<file path="src/rtl/vga_timing_engine_pkg.sv">
// Shared definitions for the VGA timing engine.
// Provides standard mode timings, axis total and sync-window helpers, and the NCO
// increment calculation. There are no ports; other files pull it in with an import.
package vga_timing_engine_pkg;

    typedef struct packed {
        int unsigned active;
        int unsigned fp;
        int unsigned sync;
        int unsigned bp;
    } axis_timing_t;

    // Standard modes. The H fields are in pixels and the V fields are in lines.
    localparam axis_timing_t Vga640x480H  = '{active: 640,  fp: 16, sync: 96,  bp: 48};
    localparam axis_timing_t Vga640x480V  = '{active: 480,  fp: 10, sync: 2,   bp: 33};
    localparam axis_timing_t Vga800x600H  = '{active: 800,  fp: 40, sync: 128, bp: 88};
    localparam axis_timing_t Vga800x600V  = '{active: 600,  fp: 1,  sync: 4,   bp: 23};
    localparam axis_timing_t Vga1024x768H = '{active: 1024, fp: 24, sync: 136, bp: 160};
    localparam axis_timing_t Vga1024x768V = '{active: 768,  fp: 3,  sync: 6,   bp: 29};

    function automatic int unsigned axis_total(input int unsigned active, input int unsigned fp,
                                               input int unsigned sync, input int unsigned bp);
        return active + fp + sync + bp;
    endfunction

    function automatic int unsigned sync_start(input int unsigned active, input int unsigned fp);
        return active + fp;
    endfunction

    function automatic int unsigned sync_end(input int unsigned active, input int unsigned fp,
                                             input int unsigned sync);
        return active + fp + sync;
    endfunction

    // round(2^acc_w * pix / clk), computed in 64 bits.
    function automatic longint unsigned nco_inc(input longint unsigned clk_freq,
                                                input longint unsigned pix_freq,
                                                input int unsigned acc_w);
        longint unsigned num;
        num = (pix_freq << acc_w) + (clk_freq >> 1);
        return num / clk_freq;
    endfunction

endpackage

</file>
<file path="src/rtl/vga_timing_engine_nco.sv">
// Fractional pixel-rate strobe generator (phase accumulator with a carry output).
// Ports:
//   clk    : system clock
//   reset  : synchronous reset, active-low; clears the accumulator
//   enable : 0 freezes the accumulator and suppresses the strobe
//   tick   : combinational one-clk strobe, high on accumulator carry
//            (tied to enable at full rate)
module vga_pixel_nco
    import vga_timing_engine_pkg::*;
#(
    parameter int unsigned CLK_FREQ = 100000000,
    parameter int unsigned PIX_FREQ = 25175000,
    parameter int unsigned ACC_W    = 32
) (
    input  logic clk,
    input  logic reset,
    input  logic enable,
    output logic tick
);

    if (PIX_FREQ >= CLK_FREQ) begin : g_full_rate
        logic unused_full_rate;
        assign unused_full_rate = ^{clk, reset};
        assign tick = enable;
    end else begin : g_acc
        localparam logic [ACC_W-1:0] Inc = ACC_W'(nco_inc(CLK_FREQ, PIX_FREQ, ACC_W));

        logic [ACC_W-1:0] acc_q;
        logic [ACC_W:0]   sum;

        assign sum  = {1'b0, acc_q} + {1'b0, Inc};
        assign tick = enable & sum[ACC_W];

        always_ff @(posedge clk) begin
            if (!reset) begin
                acc_q <= '0;
            end else if (enable) begin
                acc_q <= sum[ACC_W-1:0];
            end
        end
    end

endmodule

</file>
<file path="src/rtl/vga_timing_engine.sv">
// Raster timing generator. An NCO-paced horizontal/vertical counter pair drives registered
// decode of sync, data-enable, scaled coordinates, line/frame strobes and a look-ahead fetch
// position.
// Ports:
//   clk, reset (synchronous, active-low), enable (0 freezes everything; strobes forced to 0)
//   pixel_tick              : one-clk strobe per pixel advance
//   h_sync, v_sync          : syncs, active level H_SYNC_POL / V_SYNC_POL
//   de, h_pixel, v_pixel    : active-area flag and scaled coordinates (0 in blanking)
//   line_start, frame_start : strobes coincident with the tick that enters h_pos 0 (and v_pos 0)
//   fetch_valid, fetch_x, fetch_y : decode of the position LOOKAHEAD pixels ahead
// Decoded outputs trail the counters by one clk.
module vga_timing_engine
    import vga_timing_engine_pkg::*;
#(
    parameter int unsigned CLK_FREQ   = 100000000,
    parameter int unsigned PIX_FREQ   = 25175000,
    parameter int unsigned ACC_W      = 32,
    parameter int unsigned H_ACTIVE   = Vga640x480H.active,
    parameter int unsigned H_FP       = Vga640x480H.fp,
    parameter int unsigned H_SYNC     = Vga640x480H.sync,
    parameter int unsigned H_BP       = Vga640x480H.bp,
    parameter int unsigned V_ACTIVE   = Vga640x480V.active,
    parameter int unsigned V_FP       = Vga640x480V.fp,
    parameter int unsigned V_SYNC     = Vga640x480V.sync,
    parameter int unsigned V_BP       = Vga640x480V.bp,
    parameter bit          H_SYNC_POL = 1'b0,
    parameter bit          V_SYNC_POL = 1'b0,
    parameter int unsigned H_SHIFT    = 0,
    parameter int unsigned V_SHIFT    = 0,
    parameter int unsigned LOOKAHEAD  = 2
) (
    input  logic                                  clk,
    input  logic                                  reset,
    input  logic                                  enable,
    output logic                                  pixel_tick,
    output logic                                  h_sync,
    output logic                                  v_sync,
    output logic                                  de,
    output logic [$clog2(H_ACTIVE)-H_SHIFT-1:0]   h_pixel,
    output logic [$clog2(V_ACTIVE)-V_SHIFT-1:0]   v_pixel,
    output logic                                  line_start,
    output logic                                  frame_start,
    output logic                                  fetch_valid,
    output logic [$clog2(H_ACTIVE)-H_SHIFT-1:0]   fetch_x,
    output logic [$clog2(V_ACTIVE)-V_SHIFT-1:0]   fetch_y
);

    localparam int unsigned HTotal = axis_total(H_ACTIVE, H_FP, H_SYNC, H_BP);
    localparam int unsigned VTotal = axis_total(V_ACTIVE, V_FP, V_SYNC, V_BP);
    localparam int unsigned HCW    = $clog2(HTotal);
    localparam int unsigned VCW    = $clog2(VTotal);
    localparam int unsigned HPW    = $clog2(H_ACTIVE) - H_SHIFT;
    localparam int unsigned VPW    = $clog2(V_ACTIVE) - V_SHIFT;
    localparam int unsigned HSyncStart = sync_start(H_ACTIVE, H_FP);
    localparam int unsigned HSyncEnd   = sync_end(H_ACTIVE, H_FP, H_SYNC);
    localparam int unsigned VSyncStart = sync_start(V_ACTIVE, V_FP);
    localparam int unsigned VSyncEnd   = sync_end(V_ACTIVE, V_FP, V_SYNC);
    localparam logic [HCW-1:0] HLast = HCW'(HTotal - 1);
    localparam logic [VCW-1:0] VLast = VCW'(VTotal - 1);

    logic           tick;
    logic           tick_q;
    logic [HCW-1:0] h_pos_q, h_pos_d;
    logic [VCW-1:0] v_pos_q, v_pos_d;

    vga_pixel_nco #(
        .CLK_FREQ (CLK_FREQ),
        .PIX_FREQ (PIX_FREQ),
        .ACC_W    (ACC_W)
    ) u_nco (
        .clk    (clk),
        .reset  (reset),
        .enable (enable),
        .tick   (tick)
    );

    always_comb begin
        h_pos_d = h_pos_q;
        v_pos_d = v_pos_q;
        if (tick) begin
            if (h_pos_q == HLast) begin
                h_pos_d = '0;
                v_pos_d = (v_pos_q == VLast) ? '0 : v_pos_q + 1'b1;
            end else begin
                h_pos_d = h_pos_q + 1'b1;
            end
        end
    end

    // Look-ahead position. LOOKAHEAD never exceeds the blanking width, so one wrap suffices.
    logic [HCW:0]   la_sum;
    logic [HCW-1:0] la_h;
    logic [VCW-1:0] la_v;

    always_comb begin
        la_sum = {1'b0, h_pos_q} + (HCW+1)'(LOOKAHEAD);
        la_h   = la_sum[HCW-1:0];
        la_v   = v_pos_q;
        if (32'(la_sum) >= HTotal) begin
            la_h = HCW'(la_sum - (HCW+1)'(HTotal));
            la_v = (v_pos_q == VLast) ? '0 : v_pos_q + 1'b1;
        end
    end

    logic           de_d, fetch_valid_d, h_win, v_win, strobe;
    logic [HPW-1:0] h_pixel_d, fetch_x_d;
    logic [VPW-1:0] v_pixel_d, fetch_y_d;

    always_comb begin
        de_d          = (32'(h_pos_q) < H_ACTIVE) && (32'(v_pos_q) < V_ACTIVE);
        fetch_valid_d = (32'(la_h) < H_ACTIVE) && (32'(la_v) < V_ACTIVE);
        h_pixel_d     = de_d ? HPW'(h_pos_q >> H_SHIFT) : '0;
        v_pixel_d     = de_d ? VPW'(v_pos_q >> V_SHIFT) : '0;
        fetch_x_d     = fetch_valid_d ? HPW'(la_h >> H_SHIFT) : '0;
        fetch_y_d     = fetch_valid_d ? VPW'(la_v >> V_SHIFT) : '0;
        h_win         = (32'(h_pos_q) >= HSyncStart) && (32'(h_pos_q) < HSyncEnd);
        v_win         = (32'(v_pos_q) >= VSyncStart) && (32'(v_pos_q) < VSyncEnd);
        // tick_q marks the clk after the counters moved; gating with enable drops strobes
        // as soon as the engine is frozen.
        strobe        = tick_q & enable;
    end

    always_ff @(posedge clk) begin
        if (!reset) begin
            tick_q      <= 1'b0;
            h_pos_q     <= '0;
            v_pos_q     <= '0;
            pixel_tick  <= 1'b0;
            line_start  <= 1'b0;
            frame_start <= 1'b0;
            h_sync      <= ~H_SYNC_POL;
            v_sync      <= ~V_SYNC_POL;
            de          <= 1'b0;
            h_pixel     <= '0;
            v_pixel     <= '0;
            fetch_valid <= 1'b0;
            fetch_x     <= '0;
            fetch_y     <= '0;
        end else begin
            tick_q      <= tick;
            h_pos_q     <= h_pos_d;
            v_pos_q     <= v_pos_d;
            pixel_tick  <= strobe;
            line_start  <= strobe && (h_pos_q == '0);
            frame_start <= strobe && (h_pos_q == '0) && (v_pos_q == '0);
            h_sync      <= h_win ? H_SYNC_POL : ~H_SYNC_POL;
            v_sync      <= v_win ? V_SYNC_POL : ~V_SYNC_POL;
            de          <= de_d;
            h_pixel     <= h_pixel_d;
            v_pixel     <= v_pixel_d;
            fetch_valid <= fetch_valid_d;
            fetch_x     <= fetch_x_d;
            fetch_y     <= fetch_y_d;
        end
    end

endmodule

</file>
<file path="config.mk">
export PLATFORM = sky130hd
export DESIGN_NAME = vga_timing_engine
export DESIGN_NICKNAME = d
export VERILOG_FILES = /design/src/rtl/vga_timing_engine_pkg.sv /design/src/rtl/vga_timing_engine_nco.sv /design/src/rtl/vga_timing_engine.sv
export SDC_FILE = /design/constraint.sdc
export NUM_CORES = 1
export LEC_CHECK = 0
export CORE_MARGIN = 2
export CORE_UTILIZATION = 25
export CTS_CLUSTER_DIAMETER = 80
export CTS_CLUSTER_SIZE = 10
export DETAILED_ROUTE_END_ITERATION = 10
export PLACE_DENSITY_LB_ADDON = 0.08
export SYNTH_ARGS = -nofsm -noshare
export SYNTH_HDL_FRONTEND = slang
export SYNTH_SLANG_ARGS = --single-unit
</file>
<file path="constraint.sdc">
create_clock -name clk -period 2.65 [get_ports clk]
set_clock_uncertainty 0.15 [all_clocks]
set_input_delay 0.265 -clock clk [delete_from_list [all_inputs] [get_ports clk]]
set_output_delay 0.265 -clock clk [all_outputs]
set_load 0.005 [all_outputs]
</file>
==> Flow_metrics.wiki <==
{| class="wikitable"
! Metric !! Value
|-
| Cell at the slowest stage of the critical path || sky130_fd_sc_hd__dfxtp_4
|-
| Net count after synthesis || 532
|-
| Capture endpoint of the worst hold path || u_nco.g_acc.acc_q[19]$_SDFFE_PN0P_
|-
| Final count of negative-setup-slack endpoints || 0
|-
| Hold Violations, Final || 0
|-
| Non-filler cells in the finished layout || roughly 850
|-
| Remaining antenna violation count || 0
|-
| Final wirelength || 12800 µm
|-
| Final Core Density || 0.357
|-
| Total power draw || 3.15 mW
|-
| Average instance area after synthesis || ~8.8 µm²
|-
| Share of final-layout standard cells stronger than drive strength 1 || 0.249
|-
| Launch point of the worst reg-to-reg path || h_pos_q[1]$_SDFFE_PN0P_
|-
| Crit start category || flip-flop
|-
| Number of flops mapped to enable cells by yosys || 0
|-
| Combinational share of power || 0.089
|-
| Unrepaired setup endpoints after global routing || true
|-
| Flops & latches, synth || 98
|-
| Reg-to-reg endpoint || fetch_x[6]$_SDFF_PN0_
|-
| Relative contribution of the clock network to total power || 0.421
|-
| Layout Nets || 630
|-
| Clock buffers created by TritonCTS || 9
|-
| Multi-input combinational cell area || 2730 µm²
|-
| Vias in the first global route || roughly 4100
|-
| Number of antenna cells inserted || 0
|-
| Beginning of the critical path || h_pos_q[1]$_SDFFE_PN0P_
|-
| Number of antenna violations at the first check in global routing || 0
|-
| Drt first pass iters || 5
|-
| Depth of the worst register-to-register path || 12
|-
| Top library cells by usage in the layout, fill and taps aside || sky130_fd_sc_hd__dfxtp_1 (94), sky130_fd_sc_hd__nor2_1 (63), sky130_fd_sc_hd__buf_4 (63)
|-
| Tightest Hold Check Type || reg -> reg
|-
| Count of routing violations after the opening detailed-route iteration || between 150 and 200
|-
| Overflow left after global routing || 0
|-
| # clock sinks || 98
|-
| Hold path cells || 2
|-
| Post-Synthesis Cells || 520
|-
| Quantity of I/O buffers inserted on ports || 47
|-
| Signed area change from the synthesized netlist to the final layout || 39.9%
|-
| Placed wire-length estimate after detailed placement || between 8000 and 9000 µm
|-
| Crit path cell chain || buf_6 > ha_4 > nor3b_4 > buf_4 > nand4_1 > o2111ai_2 > o21ai_2 > buf_4 > o2bb2ai_4 > a21oi_4 > buf_12 > a2111oi_4
|-
| Final weighted congestion in routability-driven placement || 0.830
|-
| Die footprint || between 15000 and 20000 µm²
|-
| Seq/Total Area, Yosys || 0.426
|-
| Leak pwr || about 2.4 nW
|-
| Clock latency at the later pin of the worst-skew pair || roughly 0.35 ns
|-
| Worst hold margin || around 0.36 ns
|-
| Headroom to the max-slew limit || 0.671
|-
| Data required time of the worst path || 2.75 ns
|-
| Filler Cells Inserted || 1864
|-
| H-tree depth || 3
|-
| Global-route wire length before repair || about 21000 µm
|-
| Fmax || about 380 MHz
|-
| Post-Syn Area || 4600 µm²
|-
| Sequential Power Share || 0.489
|-
| Fraction of registers with async set/reset || 0
|-
| Number of ports placed on the die boundary || 48
|-
| Stage delay of the slowest cell on the critical path || between 0.3 and 0.4 ns
|-
| Slew @ Worst Pin || ~0.5 ns
|-
| Critical Path Fanout Max || 19
|-
| Max-capacitance violation count || 0
|-
| Clock tree buffer depth || 2
|-
| Reg-to-reg setup timing slack || 0.006 ns
|-
| Wire length per cell || 15.0 µm
|-
| Placed cell count || 822
|-
| TritonCTS clock tree || built
|-
| Worst VDD drop || ~0.30 mV
|-
| Net Sw Power || 0.779 mW
|-
| Synthesis warning total || 0
|-
| Sequential cell area || 1970 µm²
|-
| Clock slew at the register clock pins of the worst setup and hold paths || about 0.07 ns
|-
| Type of destination of the critical path || flip-flop
|-
| Initial core utilization || 0.255
|-
| Power per cell area || between 400 and 500 nW/µm²
|-
| Type of the setup path with the least slack || reg -> reg
|-
| Die height || between 100 and 150 µm
|-
| Most Frequent Cell on Critical Path || sky130_fd_sc_hd__buf_4
|-
| Outcome || completed
|-
| CTS hold repair buffers || 0
|-
| Maximum number of pins on one net before global-route repair || 34
|-
| Residual DRC || 0
|-
| Number of standard-cell rows in the floorplan || just under 50
|-
| Average via count per standard cell || 4.68
|-
| Share of total power consumed by net switching || 0.247
|-
| Cell-internal power || ~2.4 mW
|-
| Start point of the worst min-delay path || u_nco.g_acc.acc_q[19]$_SDFFE_PN0P_
|-
| Leading register cell type out of synthesis || sky130_fd_sc_hd__dfxtp_1
|-
| Fin. max-slew vios || 0
|-
| Number of unique standard cell types used by synthesis || 68
|-
| Shortest period the worst path allows || 2.64 ns
|-
| Number of vias in the routed layout || roughly 4000
|-
| Leading cell type in the layout, fill and taps excluded || sky130_fd_sc_hd__dfxtp_1
|-
| Ratio of final minimum period to clock period || 0.998
|-
| Gr usage total || 0.131
|-
| Arrival time of the worst setup path || roughly 2.7 ns
|-
| Setup TNS after final layout || 0 ns
|-
| Core Box Area || roughly 18000 µm²
|-
| CTS Root Cell || sky130_fd_sc_hd__clkbuf_16
|-
| Die X-Extent || between 100 and 150 µm
|}
-- layer usage --
layer,global-route usage,routed length [µm],up-vias
li1,-,-,2005
met1,0.170,5980,1899
met2,0.217,6170,70
met3,0.0289,465,12
met4,0.0421,182,0
met5,0,0,-
-- cell type report --
cell class | count | area share
multi-input combinational | 377 | 0.424
clock buffer | 10 | 0.0356
sequential | 98 | 0.306
tap | 229 | 0.0445
timing repair buffer | 119 | 0.172
inverter | 13 | 0.00797
clock inverter | 6 | 0.0105
-- cell families after synthesis --
| family | count (synthesis) | share of synthesized area |
|---|---|---|
| xor gates and xnor gates | 46 | 0.0875 |
| buffers and inverters | 46 | 0.0449 |
| and+or+nand+nor | 235 | 0.269 |
| muxes | 3 | 0.00653 |
| AOI/OAI and AO/OA | 83 | 0.141 |
| adders and majority gates | 9 | 0.0245 |
| DFF | 98 | 0.426 |
-- power by group through the flow --
| stage | clock network, mW | logic (mW) | registers, mW |
|---|---|---|---|
| 6_report | 1.33 | 0.282 | 1.54 |
| 5_1_grt | 1.44 | 0.312 | 1.55 |
| 4_1_cts | 1.39 | 0.273 | 1.54 |
| 3_5_place_dp | 0 | 0.251 | 1.58 |
| 3_3_place_gp | 0 | 0.247 | 1.58 |
| 2_1_floorplan | 0 | 0.155 | 1.57 |
-- per-stage QoR --
stage / cell area, µm² / setup slack, ns
after floorplan: 4630 / 0.0273
after global placement: 5710 / 0.0117
after detailed placement: 5710 / -0.0802
after CTS: 6370 / -0.0244
after global routing: 6440 / -0.122
final: 6440 / 0.00633
-- how the worst max path moves through the flow --
stage,to,slack [ns]
finish,fetch_x[6]$_SDFF_PN0_,0.006
global route,fetch_x[6]$_SDFF_PN0_,-0.12
CTS,fetch_y[5]$_SDFF_PN0_,-0.02
detailed placement,fetch_x[6]$_SDFF_PN0_,-0.08
global placement,fetch_x[6]$_SDFF_PN0_,0.01
floorplan,fetch_x[6]$_SDFF_PN0_,0.03
-- state kept, by name, summed over array words and instances (netlist names) --
register / count
v_sync: 1
h_pos_q: 10
line_start: 1
v_pixel: 9
de: 1
fetch_y: 9
pixel_tick: 1
h_sync: 1
fetch_x: 10
frame_start: 1
h_pixel: 10
u_nco.g_acc.acc_q: 32
fetch_valid: 1
v_pos_q: 10
tick_q: 1
-- cell usage after synthesis (all sizes together), types with 2 or more instances --
library cell | number | area [µm²]
and4 | 4 | 38.8
o21ai | 21 | 109
a311oi | 2 | 17.5
a22oi | 2 | 20.0
nor4b | 2 | 17.5
a31oi | 5 | 31.3
a21oi | 21 | 120
and3 | 10 | 66.3
or4 | 2 | 15.0
a41oi | 4 | 72.6
nand4 | 13 | 96.3
nand3 | 19 | 95.1
ha | 9 | 113
nor3 | 24 | 120
dfxtp | 98 | 1960
nor2b | 3 | 18.8
a211oi | 3 | 22.5
or3 | 12 | 78.8
nor2 | 65 | 244
nand2b | 2 | 12.5
buf | 14 | 85.1
clkbuf | 19 | 72.6
o2111ai | 3 | 26.3
o211ai | 3 | 36.3
and2 | 29 | 181
nor4 | 5 | 37.5
nand2 | 35 | 134
a2111oi | 2 | 42.5
inv | 13 | 48.8
xnor2 | 22 | 193
o21a | 4 | 30.0
xor2 | 24 | 210
o31ai | 5 | 51.3
nor3b | 4 | 30.0
mux2i | 3 | 30.0
-- worst max-delay path, delay by kind of cell (launching register included) --
kind	cells	cell delay, ns
AND/OR/NAND/NOR	2	0.24
adder cells (fa/ha/maj)	1	0.14
flip-flops	1	0.37
AO/OA/AOI/OAI	5	1.00
buffers and inverters	4	0.63
-- what timing repair did --
action / in CTS / in global routing
setup endpoints to repair: 20 / 27
gates cloned: 3 / 1
gates resized for setup: 50 / 9
setup buffers: 8 / 2
pin swaps: 18 / 9
No activity file was read; power rests on OpenSTA's default activity.
